### src/rtl/instr_fetch_if.sv
// Fetch-stage bus: control-FSM decisions, instruction-memory read port and the
// fetched instruction presented downstream. master = fetch stage, slave = its environment.
interface instr_fetch_if #(
  parameter int ADDR_WIDTH  = 16,
  parameter int INSTR_WIDTH = 128
);
  logic                   instr_ptr_en;
  logic [1:0]             instr_ptr_load_en;
  logic                   alu_cmp_bit;
  logic [INSTR_WIDTH-1:0] mem_rd_data;
  logic [ADDR_WIDTH-1:0]  mem_addr;
  logic                   mem_rd_en;
  logic [INSTR_WIDTH-1:0] instr_word;
  logic [7:0]             opcode;
  logic                   instr_valid;
  logic [ADDR_WIDTH-1:0]  pc;
  logic                   fetch_err;

  modport master (
    input  instr_ptr_en, instr_ptr_load_en, alu_cmp_bit, mem_rd_data,
    output mem_addr, mem_rd_en, instr_word, opcode, instr_valid, pc, fetch_err
  );

  modport slave (
    output instr_ptr_en, instr_ptr_load_en, alu_cmp_bit, mem_rd_data,
    input  mem_addr, mem_rd_en, instr_word, opcode, instr_valid, pc, fetch_err
  );
endinterface

### src/rtl/instr_fetch.sv
// Program counter and fetch stage feeding the control FSM; masks the opcode to NOP while a read is in flight.
// Optional macro FETCH_BOUNDS_CHECK_EN parks the fetcher with a sticky fetch_err on a next pc >= PROG_DEPTH.
module instr_fetch #(
  parameter int ADDR_WIDTH     = 16,
  parameter int INSTR_WIDTH    = 128,
  parameter int JUMP_ADDR_LSB  = 40,
  parameter int MEM_RD_LATENCY = 1,
  parameter int PROG_DEPTH     = 65536
) (
  input  logic            clk,
  input  logic            reset,
  instr_fetch_if.master   bus
);

  localparam logic [2:0] LATENCY = 3'(MEM_RD_LATENCY);

  if (MEM_RD_LATENCY < 1 || MEM_RD_LATENCY > 4 || PROG_DEPTH < 1) begin : g_bad_params
    $error("instr_fetch: MEM_RD_LATENCY must be 1..4 and PROG_DEPTH positive");
  end

  typedef enum logic {
    FETCH_WAIT,
    READY
  } state_t;

  state_t                  state;
  logic [2:0]              wait_cnt;
  logic [ADDR_WIDTH-1:0]   pc_q;
  logic [INSTR_WIDTH-1:0]  word_q;
  logic                    valid_q;
  logic                    rd_en_q;
  logic                    err_q;
  logic                    take_jump;
  logic [ADDR_WIDTH-1:0]   jump_target;
  logic [ADDR_WIDTH-1:0]   next_pc;
  logic                    out_of_range;
  logic                    advance;

  assign jump_target = word_q[JUMP_ADDR_LSB +: ADDR_WIDTH];
  assign take_jump   = (bus.instr_ptr_load_en == 2'd1) ||
                       (bus.instr_ptr_load_en == 2'd2 && bus.alu_cmp_bit);
  assign next_pc     = take_jump ? jump_target : pc_q + 1'b1;
  assign advance     = (state == READY) && bus.instr_ptr_en && !err_q;

`ifdef FETCH_BOUNDS_CHECK_EN
  // The increment is judged before wrapping so that all-ones + 1 counts as out of range.
  assign out_of_range = take_jump ? (32'(jump_target) >= 32'(PROG_DEPTH))
                                  : (32'(pc_q) + 32'd1 >= 32'(PROG_DEPTH));

  always_ff @(posedge clk) begin
    if (reset)
      err_q <= 1'b0;
    else if (advance && out_of_range)
      err_q <= 1'b1;
  end
`else
  assign out_of_range = 1'b0;
  assign err_q        = 1'b0;
`endif

  always_ff @(posedge clk) begin
    if (reset) begin
      state    <= FETCH_WAIT;
      wait_cnt <= LATENCY;
      pc_q     <= '0;
      word_q   <= '0;
      valid_q  <= 1'b0;
      rd_en_q  <= 1'b1;
    end else begin
      case (state)
        FETCH_WAIT: begin
          wait_cnt <= wait_cnt - 3'd1;
          if (wait_cnt == 3'd1) begin
            word_q  <= bus.mem_rd_data;
            valid_q <= 1'b1;
            rd_en_q <= 1'b0;
            state   <= READY;
          end
        end
        READY: begin
          // An out-of-range target leaves pc untouched and drops valid for good.
          if (advance && out_of_range) begin
            valid_q <= 1'b0;
          end else if (advance) begin
            pc_q     <= next_pc;
            valid_q  <= 1'b0;
            rd_en_q  <= 1'b1;
            wait_cnt <= LATENCY;
            state    <= FETCH_WAIT;
          end
        end
        default: state <= FETCH_WAIT;
      endcase
    end
  end

  assign bus.pc          = pc_q;
  assign bus.mem_addr    = pc_q;
  assign bus.mem_rd_en   = rd_en_q;
  assign bus.instr_word  = word_q;
  assign bus.instr_valid = valid_q;
  assign bus.opcode      = valid_q ? word_q[INSTR_WIDTH-1 -: 8] : 8'h00;
  assign bus.fetch_err   = err_q;

endmodule
### src/flat_wrapper.sv
// flat-port wrapper written by rule: the top's interface ports become plain ports
module instr_fetch_flat 
#(
  parameter int ADDR_WIDTH     = 16,
  parameter int INSTR_WIDTH    = 128,
  parameter int JUMP_ADDR_LSB  = 40,
  parameter int MEM_RD_LATENCY = 1,
  parameter int PROG_DEPTH     = 65536
)
  (clk, reset, bus_instr_ptr_en, bus_instr_ptr_load_en, bus_alu_cmp_bit, bus_mem_rd_data, bus_mem_addr, bus_mem_rd_en, bus_instr_word, bus_opcode, bus_instr_valid, bus_pc, bus_fetch_err);
  instr_fetch_if #(.ADDR_WIDTH(ADDR_WIDTH), .INSTR_WIDTH(INSTR_WIDTH)) bus_i ();
  input  logic clk;
  input  logic reset;
  input wire logic [$bits(bus_i.instr_ptr_en)-1:0] bus_instr_ptr_en;
  input wire logic [$bits(bus_i.instr_ptr_load_en)-1:0] bus_instr_ptr_load_en;
  input wire logic [$bits(bus_i.alu_cmp_bit)-1:0] bus_alu_cmp_bit;
  input wire logic [$bits(bus_i.mem_rd_data)-1:0] bus_mem_rd_data;
  output wire logic [$bits(bus_i.mem_addr)-1:0] bus_mem_addr;
  output wire logic [$bits(bus_i.mem_rd_en)-1:0] bus_mem_rd_en;
  output wire logic [$bits(bus_i.instr_word)-1:0] bus_instr_word;
  output wire logic [$bits(bus_i.opcode)-1:0] bus_opcode;
  output wire logic [$bits(bus_i.instr_valid)-1:0] bus_instr_valid;
  output wire logic [$bits(bus_i.pc)-1:0] bus_pc;
  output wire logic [$bits(bus_i.fetch_err)-1:0] bus_fetch_err;
  assign bus_i.instr_ptr_en = bus_instr_ptr_en;
  assign bus_i.instr_ptr_load_en = bus_instr_ptr_load_en;
  assign bus_i.alu_cmp_bit = bus_alu_cmp_bit;
  assign bus_i.mem_rd_data = bus_mem_rd_data;
  assign bus_mem_addr = bus_i.mem_addr;
  assign bus_mem_rd_en = bus_i.mem_rd_en;
  assign bus_instr_word = bus_i.instr_word;
  assign bus_opcode = bus_i.opcode;
  assign bus_instr_valid = bus_i.instr_valid;
  assign bus_pc = bus_i.pc;
  assign bus_fetch_err = bus_i.fetch_err;
  instr_fetch #(.ADDR_WIDTH(ADDR_WIDTH), .INSTR_WIDTH(INSTR_WIDTH), .JUMP_ADDR_LSB(JUMP_ADDR_LSB), .MEM_RD_LATENCY(MEM_RD_LATENCY), .PROG_DEPTH(PROG_DEPTH)) u_core (.clk(clk), .reset(reset), .bus(bus_i));
endmodule
### config.mk
export PLATFORM = sky130hd
export DESIGN_NAME = instr_fetch_flat
export DESIGN_NICKNAME = d
export VERILOG_FILES = /design/src/rtl/instr_fetch_if.sv /design/src/rtl/instr_fetch.sv /design/src/flat_wrapper.sv
export SDC_FILE = /design/constraint.sdc
export NUM_CORES = 1
export LEC_CHECK = 0
export BUFFER_PORTS_ARGS = -buffer_cell sky130_fd_sc_hd__buf_2
export CELL_PAD_IN_SITES_DETAIL_PLACEMENT = 0
export CELL_PAD_IN_SITES_GLOBAL_PLACEMENT = 1
export CORE_ASPECT_RATIO = 1.1
export CORE_MARGIN = 1.5
export CORE_UTILIZATION = 32
export CTS_BUF_LIST = sky130_fd_sc_hd__clkbuf_2
export CTS_CLUSTER_SIZE = 28
export DETAILED_ROUTE_END_ITERATION = 7
export PLACE_DENSITY = 0.86
export SYNTH_ARGS = -nofsm -noshare
export SYNTH_HDL_FRONTEND = slang
export SYNTH_SLANG_ARGS = --single-unit
### constraint.sdc
create_clock -name clk -period 1.94 [get_ports clk]
set_clock_uncertainty 0.2 [all_clocks]
set_input_delay 0.194 -clock clk [delete_from_list [all_inputs] [get_ports clk]]
set_output_delay 0.194 -clock clk [all_outputs]
set_load 0.005 [all_outputs]
==> results of run 1 <==
synth_stat cells (3+ instances only):
library cell,count,area share
nand2_1,279,0.18
dfxtp_1,150,0.52
a21oi_1,137,0.12
buf_2,27,0.023
buf_4,19,0.025
clkbuf_1,18,0.012
o21ai_0,16,0.014
and2_1,9,0.0097
nand3_1,7,0.0060
nor2_1,7,0.0045
a22oi_1,5,0.0065
nor3_1,5,0.0043
o21ai_1,5,0.0043
xor2_1,4,0.0060
ha_1,3,0.0065
nand2b_1,3,0.0032
through the flow:
stage | instance area [um^2] | hold WS [ns]
after floorplan | 5790 | 0.130
after detailed placement | 7410 | 0.229
after global placement | 7410 | 0.234
kinds of logic after synthesis:
group,share of synthesized area
adder cells (fa/ha/maj),0.00648
other,0.000648
buffers and inverters,0.0657
AND/OR/NAND/NOR,0.238
flip-flops,0.519
XOR/XNOR,0.00756
AO/OA/AOI/OAI,0.162
multiplexers,0.00173
==> flow_metrics.tcl, run 1 <==
set metrics [dict create \
    gp_congestion 0.773 \
    htree_levels 4 \
    dpl_worst_slack_ns 0.144 \
    yosys_warnings 0 \
    failed_stage "4_1_cts" \
    synthCells 733 \
    synth.ff_latch_count 150 \
    synthFlopType "dfxtp_1" \
    synth_cell_types 46 \
    cts.sinks 150 \
    synth_edf_count 0 \
    synth-seq-area-share 0.519 \
    cts_buffer_depth 2 \
    cts_setup_buffers 0 \
    ios 305 \
    firstError "[ERROR RSZ-0060] Max buffer count reached." \
    fp.dieH_um 144 \
    portBuffers 303 \
    dp_hpwl_um 12000 \
    dp_cells 1223 \
    rows 51 \
    hold_buffers 253 \
    cts_buffers 17 \
    initial_utilization 0.326 \
    synth_nets 870 \
    syn_area_per_cell_um2 7.90 \
    dieWidth_um 131 \
    status "aborted with a tool error" \
    synthesis.area_um2 5790 \
    ctsResizeCount 2 \
    cts-root-buf "clkbuf_2" \
    async_reset_ff_frac 0 \
]
==> inputs of run 2 (changes only) <==
- CELL_PAD_IN_SITES_DETAIL_PLACEMENT: 0 -> not set
- CELL_PAD_IN_SITES_GLOBAL_PLACEMENT: 1 -> not set
- CORE_ASPECT_RATIO: 1.1 -> not set
- CORE_UTILIZATION: 32 -> 35
- CTS_BUF_LIST: sky130_fd_sc_hd__clkbuf_2 -> not set
- CTS_CLUSTER_SIZE: 28 -> not set
- PLACE_DENSITY: 0.86 -> not set
- PLACE_DENSITY_LB_ADDON: not set -> 0.15
==> flow_metrics.tcl, run 2 <==
set metrics [dict create \
    cp-end-kind "flop" \
    min_period_ns 1.77 \
    ant_nets 0 \
    tightest_slew_ns 0.890 \
    synth.ff_latch_count 150 \
    grt_overflow 0 \
    initial_utilization 0.362 \
    criticalPathCategory "input port to flop" \
    finalSetupViolCount 0 \
    hold_violations 0 \
    area_growth_pct 61.0 \
    postLayoutSetupSlackWorst_ns 0.166 \
    place_area_um2 7440 \
    p_total_mw 14.0 \
    fillers 1505 \
    synth_cell_types 46 \
    crit_arrival_ns 1.90 \
    crit_fanout 14 \
    synthesis.area_um2 5790 \
    async_reset_ff_frac 0 \
    cts_buffer_depth 2 \
    rows 46 \
    synth-seq-area-share 0.519 \
    fp.dieH_um 132 \
    path_clk_slew_ns 0.06 \
    synthTopCellsByArea "dfxtp_1, nand2_1, a21oi_1" \
    cts_buffers 17 \
    cts-root-buf "clkbuf_16" \
    synth_nets 870 \
    drv_slew 0 \
    yosys_warnings 0 \
    grt_pass1_vias 6288 \
    multiInputGateArea_um2 2420 \
    routed_wl_um 18900 \
    grt_pass1_wl_um 30800 \
    final_cell_mix "buf_2, nand2_1, dfxtp_1" \
    drc 0 \
    synth_common_cells "nand2_1, dfxtp_1, a21oi_1" \
    grt_max_degree 83 \
    htree_levels 4 \
    dpl_worst_slack_ns 0.185 \
    status "complete, no violations" \
    antenna_cells 0 \
    grt_setup_unrepaired "false" \
    viasPerCell 4.63 \
    vdd_drop_max_uv 761 \
    rrSetupSlack_ns 0.18 \
    setup_tns_ns 0 \
    drive_gt1_frac 0.319 \
    syn_area_per_cell_um2 7.90 \
    netlist.area_leader.share 0.519 \
    hold_path.class "input port to flop" \
    ios 305 \
    synthFlopType "dfxtp_1" \
    power.density_nw_per_um2 1500 \
    yosysMostFrequentCell "nand2_1" \
    cts_tree "done" \
    slew_headroom 0.407 \
    synthCells 733 \
    yosys.area.top_type "dfxtp_1" \
    maxCapViolCount 0 \
    fin_crit_sh 0.914 \
    power.leakage_nw 4.40 \
    dieWidth_um 132 \
    clk_latency_ns 0.41 \
    portBuffers 303 \
    synth_edf_count 0 \
    antenna_found_initial 0 \
    cts.sinks 150 \
    fin_area_um2 9320 \
    gp_congestion 0.753 \
    required_ns 2.07 \
    core_um2 16000 \
    dp_hpwl_um 12000 \
    die_area_um2 17300 \
    grtUsageTotal 0.218 \
    largest_reg_flops 128 \
    fin_nets 1276 \
    worst_hold_slack_ns 0.197 \
    num_vias 6328 \
    startpoint_type "input port" \
    regArea_um2 3000 \
    drt_pass1_iterations 5 \
    cts_setup_buffers 0 \
    max_freq_mhz 564 \
    wl_per_cell_um 13.8 \
    layout_commonest_cell "buf_2" \
    drt_iter0_drc 351 \
]
## run 2: cell type report
| type | instances | area share |
|---|---|---|
| inverters | 2 | 0.000805 |
| well taps | 216 | 0.0290 |
| flip-flops and latches | 150 | 0.322 |
| clock inverters | 13 | 0.0132 |
| multi-input cells | 514 | 0.259 |
| repair buffers | 454 | 0.328 |
| clock buffers | 19 | 0.0475 |
## run 2: path summary, 6_finish.rpt
kind                                           startpoint                         to  depth (start not counted)
worst max-delay path                                reset    u_core.bus.mem_addr[12]                          7
worst min-delay path             bus_instr_ptr_load_en[0]    u_core.bus.mem_addr[12]                          5
worst min register to register  u_core.bus.instr_word[57]  u_core.bus.instr_word[57]                          2
worst max register to register     u_core.bus.mem_addr[0]    u_core.bus.mem_addr[15]                          6
## run 2: layer usage
layer	wire, um	GRT usage
met1	7770	0.250
met2	9530	0.383
met3	1110	0.0629
met4	467	0.0809
met5	0	0
## run 2: cell families (layout without fill, tap and decap cells)
logic type,Yosys count,in the layout,share of synthesized area
simple gates,329,329,0.238
xor+xnor,5,5,0.00756
compound gates,175,175,0.162
buf+inv,69,488,0.0657
flops,150,150,0.519
fa+ha+maj,3,3,0.00648
mux,1,1,0.00173
other cells,1,1,0.000648
## run 2: critical path: stages
cell	delay, ns
dlygate4sd3_1	0.55
buf_4	0.16
and3b_4	0.33
nand3_2	0.26
a31oi_1	0.22
o21ai_0	0.09
o311ai_1	0.09
## run 2: repair_timing
item	in CTS	in global routing
hold buffers	131	0
resized for setup	0	1
setup endpoints to repair	0	1
hold endpoints to repair	132	0
## run 2: power breakdown
part	internal, mW	switching (mW)	leakage (nW)	total (mW)
Sequential	4.23	0.666	1.23	4.90
Combinational	2.57	3.39	2.90	5.95
Clock	1.81	1.36	0.266	3.17
Total	8.61	5.41	4.40	14.0
## run 2: stage by stage
step / utilization / cells
6_report: 0.582 / 1368
5_1_grt: 0.582 / 1368
4_1_cts: 0.582 / 1368
3_5_place_dp: 0.465 / 1205
3_3_place_gp: 0.465 / 1205
2_1_floorplan: - / 733
Power figures use the tool's default switching activity.
==> inputs of run 3 (changes only) <==
- ABC_AREA: not set -> 1
==> flow_metrics.tcl, run 3 <==
set metrics [dict create \
    yosys_warnings 0 \
    wl_per_cell_um 12.9 \
    switching_share 0.350 \
    power_frac_seq 0.385 \
    num_vias 6424 \
    syn_area_per_cell_um2 7.30 \
    path_clk_slew_ns 0.06 \
    slew_headroom 0.635 \
    grt_pass1_wl_um 29800 \
    synth_nets 948 \
    setup_tns_ns 0 \
    finalSetupViolCount 0 \
    vdd_drop_max_uv 755 \
    htree_levels 4 \
    place_area_um2 7480 \
    crit_fanout 10 \
    grtUsageTotal 0.210 \
    async_reset_ff_frac 0 \
    area_growth_pct 58.2 \
    hold_buffers 130 \
    viasPerCell 4.46 \
    power.density_nw_per_um2 1300 \
    clk_latency_ns 0.41 \
    drt_pass1_iterations 4 \
    dp_hpwl_um 12000 \
    dr.max_layer_used "met4" \
    ios 305 \
    drive_gt1_frac 0.286 \
    fin_nets 1345 \
    maxCapViolCount 0 \
    grt_setup_unrepaired "false" \
    route.met2.wl_um 8930 \
    cts-root-buf "clkbuf_16" \
    cts.sinks 150 \
    ctsResizeCount 0 \
    startpoint_type "flop" \
    p_total_mw 12.2 \
    status "complete, no violations" \
    fin_util 0.565 \
    fillers 1600 \
    cts_buffers 17 \
    synthTopCellsByArea "dfxtp_1, nor2_1, o21ai_0" \
    p_int_mw 7.90 \
    yosys.area.top_type "dfxtp_1" \
    required_ns 1.55 \
    grt_overflow 0 \
    postLayoutSetupSlackWorst_ns 0.173 \
    largest_reg_flops 128 \
    grt_pass1_vias 6112 \
    synthesis.area_um2 5920 \
    power_frac_comb 0.342 \
    drt_iter0_drc 350 \
    tightest_slew_ns 0.546 \
    cts_setup_buffers 0 \
    critical-path-max-stage-delay_ns 0.66 \
    rows 47 \
    synth.ff_latch_count 150 \
    die_area_um2 17700 \
    slowest_stage "dfxtp_1" \
    netlist.area_leader.share 0.507 \
    core_um2 16600 \
    path_cells "nand2_1 -> inv_1 -> buf_2" \
    hold_path.class "input port to flop" \
    drv_slew 0 \
    routed_wl_um 18600 \
    synth_common_cells "nor2_1, o21ai_0, dfxtp_1" \
    dp_cells 1279 \
    fin_area_um2 9370 \
    synth_cell_types 24 \
    max_freq_mhz 566 \
    synth-seq-area-share 0.507 \
    crit_arrival_ns 1.37 \
    yosysMostFrequentCell "nor2_1" \
    portBuffers 303 \
    dpl_worst_slack_ns 0.246 \
    wl_met3_um 1230 \
    antenna_cells 0 \
    power.leakage_nw 4.75 \
    fin_crit_sh 0.911 \
    min_period_ns 1.77 \
    stdcell_count 1441 \
    hold_violations 0 \
    cts_tree "done" \
    initial_utilization 0.357 \
    gp_congestion 0.748 \
    criticalPathCategory "flop to output port" \
    synthFlopType "dfxtp_1" \
    dieWidth_um 133 \
    drc 0 \
    clkPwrFrac 0.273 \
    antenna_found_initial 0 \
    cts_buffer_depth 2 \
    grt_max_degree 83 \
    synthCells 811 \
    p_sw_mw 4.25 \
    fp.dieH_um 133 \
    ant_nets 0 \
    wirelength_met1_um 7950 \
    final_cell_mix "buf_2, nor2_1, o21ai_0" \
    layout_commonest_cell "buf_2" \
    synth_edf_count 0 \
    cp-end-kind "output port" \
    worst_hold_slack_ns 0.203 \
]
==> run 3: changes by cell type after synthesis, moves of 46 or more <==
cell	before	now
a21oi_1	137	9
inv_1	2	48
nand2_1	279	78
nor2_1	7	269
o21ai_0	16	157
==> run 3: cell type report <==
| type | instances | area [um^2] | area share |
|---|---|---|---|
| Tap cell | 220 | 275 | 0.0294 |
| Sequential cell | 150 | 3000 | 0.320 |
| Clock buffer | 22 | 474 | 0.0506 |
| Clock inverter | 10 | 121 | 0.0129 |
| Timing Repair Buffer | 443 | 2940 | 0.314 |
| Inverter | 51 | 195 | 0.0208 |
| Multi-Input combinational cell | 545 | 2360 | 0.252 |
==> run 3: power by group through the flow <==
stage                     registers (mW)  clock network [mW]  logic, mW
after floorplan                     4.77                   0       2.21
after global placement              4.71                   0       3.97
after detailed placement            4.74                   0       3.97
after CTS                           4.68                3.41       4.19
after global routing                4.82                3.53       4.72
final                               4.68                3.32       4.15
==> run 3: cells by family (layout without fill, tap and decap cells) <==
family	Yosys count	in the layout	share of synthesized area
other	1	1	0.000633
DFF	150	150	0.507
and+or+nand+nor	368	368	0.242
xor gates and xnor gates	4	4	0.00591
AOI/OAI and AO/OA	169	169	0.144
adders and majority gates	3	3	0.00634
buffers and inverters	116	526	0.0944
==> run 3: final timing paths <==
path	startpoint	endpoint	slack, ns	cells past startpoint
setup / recovery	u_core.bus.instr_valid	bus_opcode[3]	0.17	3
hold / removal	bus_instr_ptr_load_en[1]	u_core.bus.mem_addr[7]	0.20	7
setup reg to reg	u_core.wait_cnt[1]	u_core.bus.instr_word[97]	0.23	6
hold reg to reg	u_core.bus.instr_word[41]	u_core.bus.instr_word[41]	0.27	2
==> run 3: per-layer routing <==
metal	up-vias	GRT usage
met2	210	0.359
met3	42	0.0651
met4	0	0.0851
li1	3330	-
met1	2842	0.244
met5	-	0
==> run 3: worst max-delay path: cells and delay by family (launching register included) <==
kind | cells | cell delay [ns]
DFF | 1 | 0.66
buffers and inverters | 2 | 0.19
and+or+nand+nor | 1 | 0.10
==> inputs of run 4 (changes only) <==
- SETUP_SLACK_MARGIN: not set -> 0.4
- SLEW_MARGIN: not set -> 10
==> flow_metrics.tcl, run 4 (synthesis gave the netlist of run 3 again) <==
set metrics [dict create \
    status "complete, no violations" \
    dp_hpwl_um 12000 \
    drc 0 \
    clk_latency_ns 0.41 \
    viasPerCell 4.52 \
    grt_overflow 0 \
    maxCapViolCount 0 \
    cts_buffers 17 \
    fin_area_um2 9970 \
    crit_fanout 5 \
    hold_path.class "input port to flop" \
    cp-end-kind "flop" \
    crit_cells 8 \
    cts-root-buf "clkbuf_16" \
    cts_tree "done" \
    initial_utilization 0.357 \
    gp_congestion 0.748 \
    power.density_nw_per_um2 1340 \
    fin_util 0.601 \
    portBuffers 303 \
    cts.sinks 150 \
    ant_nets 0 \
    wl_per_cell_um 14.0 \
    slowest_stage "dfxtp_2" \
    dieWidth_um 133 \
    critical-path-max-stage-delay_ns 0.31 \
    core_um2 16600 \
    die_area_um2 17700 \
    path_clk_slew_ns 0.06 \
    fp.dieH_um 133 \
    whs_path_depth 7 \
    drv_slew 0 \
    drive_gt1_frac 0.327 \
    cts_buffer_depth 2 \
    grt_setup_unrepaired "true" \
    drt_iter0_drc 287 \
    grtUsageTotal 0.210 \
    antenna_cells 0 \
    fin_crit_sh 0.819 \
    rows 47 \
    fin_nets 1367 \
    multiInputGateArea_um2 2470 \
    place_area_um2 7480 \
    final_cell_mix "buf_2, nor2_1, dfxtp_1" \
    grt_pass1_wl_um 29900 \
    crit_arrival_ns 1.70 \
    routed_wl_um 20400 \
    max_freq_mhz 629 \
    largest_reg_flops 128 \
    min_period_ns 1.59 \
    num_vias 6620 \
    vdd_drop_max_uv 711 \
    hold_violations 0 \
    area_growth_pct 68.3 \
    crit_buf_inv 4 \
    criticalPathCategory "flop to flop" \
    layout_commonest_cell "buf_2" \
    finalSetupViolCount 0 \
    path_cells "inv_2 -> ha_4 -> nand3_4 -> buf_12 -> buf_12 -> clkbuf_16 -> o21ai_4 -> nor2_2" \
    rrSetupSlack_ns 0.35 \
    setup_tns_ns 0 \
    startpoint_type "flop" \
    grt_pass1_vias 6128 \
    htree_levels 4 \
    stdcell_count 1463 \
    dp_cells 1279 \
    grt_max_degree 83 \
    ios 305 \
    regArea_um2 3030 \
    fillers 1541 \
    path_delay_family "buffers and inverters" \
    drt_pass1_iterations 4 \
    worst_hold_slack_ns 0.212 \
    antenna_found_initial 0 \
    cp_common_cell "buf_12" \
    required_ns 2.05 \
    r2r_cells 8 \
    power.leakage_nw 4.98 \
]
## run 4: cell count changes in the layout (fill, tap and decap cells not counted), moves of 5 or more
| cell | previous run | this run |
|---|---|---|
| o21ai_0 | 157 | 136 |
| o21ai_1 | 0 | 16 |
| dfxtp_1 | 150 | 138 |
| nor2_1 | 269 | 260 |
| clkbuf_16 | 17 | 25 |
| dfxtp_2 | 0 | 8 |
| nor2_2 | 1 | 8 |
| buf_12 | 4 | 9 |
## run 4: tightest hold or removal path, delay by kind of cell
| family | cells | cell delay, ns |
|---|---|---|
| buf+inv | 2 | 0.32 |
| simple gates | 5 | 0.27 |
## run 4: repair_timing
item / in CTS / in global routing
gates resized for setup: 14 / 73
endpoints found under the hold margin: 133 / 0
setup buffers: 1 / 8
pin swaps: 0 / 3
setup endpoints to repair: 77 / 142
gates cloned: 0 / 13
hold buffers: 130 / 0
## run 4: final timing paths
path	start	endpoint
setup / recovery	u_core.wait_cnt[1]	u_core.bus.instr_word[4]
hold / removal	bus_instr_ptr_load_en[1]	u_core.bus.mem_addr[7]
hold reg to reg	u_core.bus.instr_word[41]	u_core.bus.instr_word[41]
setup reg to reg	u_core.wait_cnt[1]	u_core.bus.instr_word[4]
## run 4: metrics by stage
step	power (mW)	setup WS, ns
floorplan	6.98	0.412
global placement	8.67	0.283
detailed placement	8.71	0.246
CTS	12.3	0.387
global route	14.3	0.313
finish	13.4	0.351
## run 4: final cells by class
cell class / instances / share of cell area
repair buffers: 464 / 0.340
flip-flops and latches: 150 / 0.304
multi-input cells: 545 / 0.248
clock buffers: 22 / 0.0476
well taps: 220 / 0.0276
inverters: 51 / 0.0206
clock inverters: 10 / 0.0122
repair inverters: 1 / 0.000879
## run 4: report_power, final
part,internal [mW],switching [mW]
combinational,2.59,2.78
clock,2.00,1.32
sequential,4.11,0.600
## run 4: routing by layer
layer	GRT usage	share of wire
met1	0.244	0.43
met2	0.361	0.49
met3	0.0651	0.060
met4	0.0851	0.025
met5	0	0
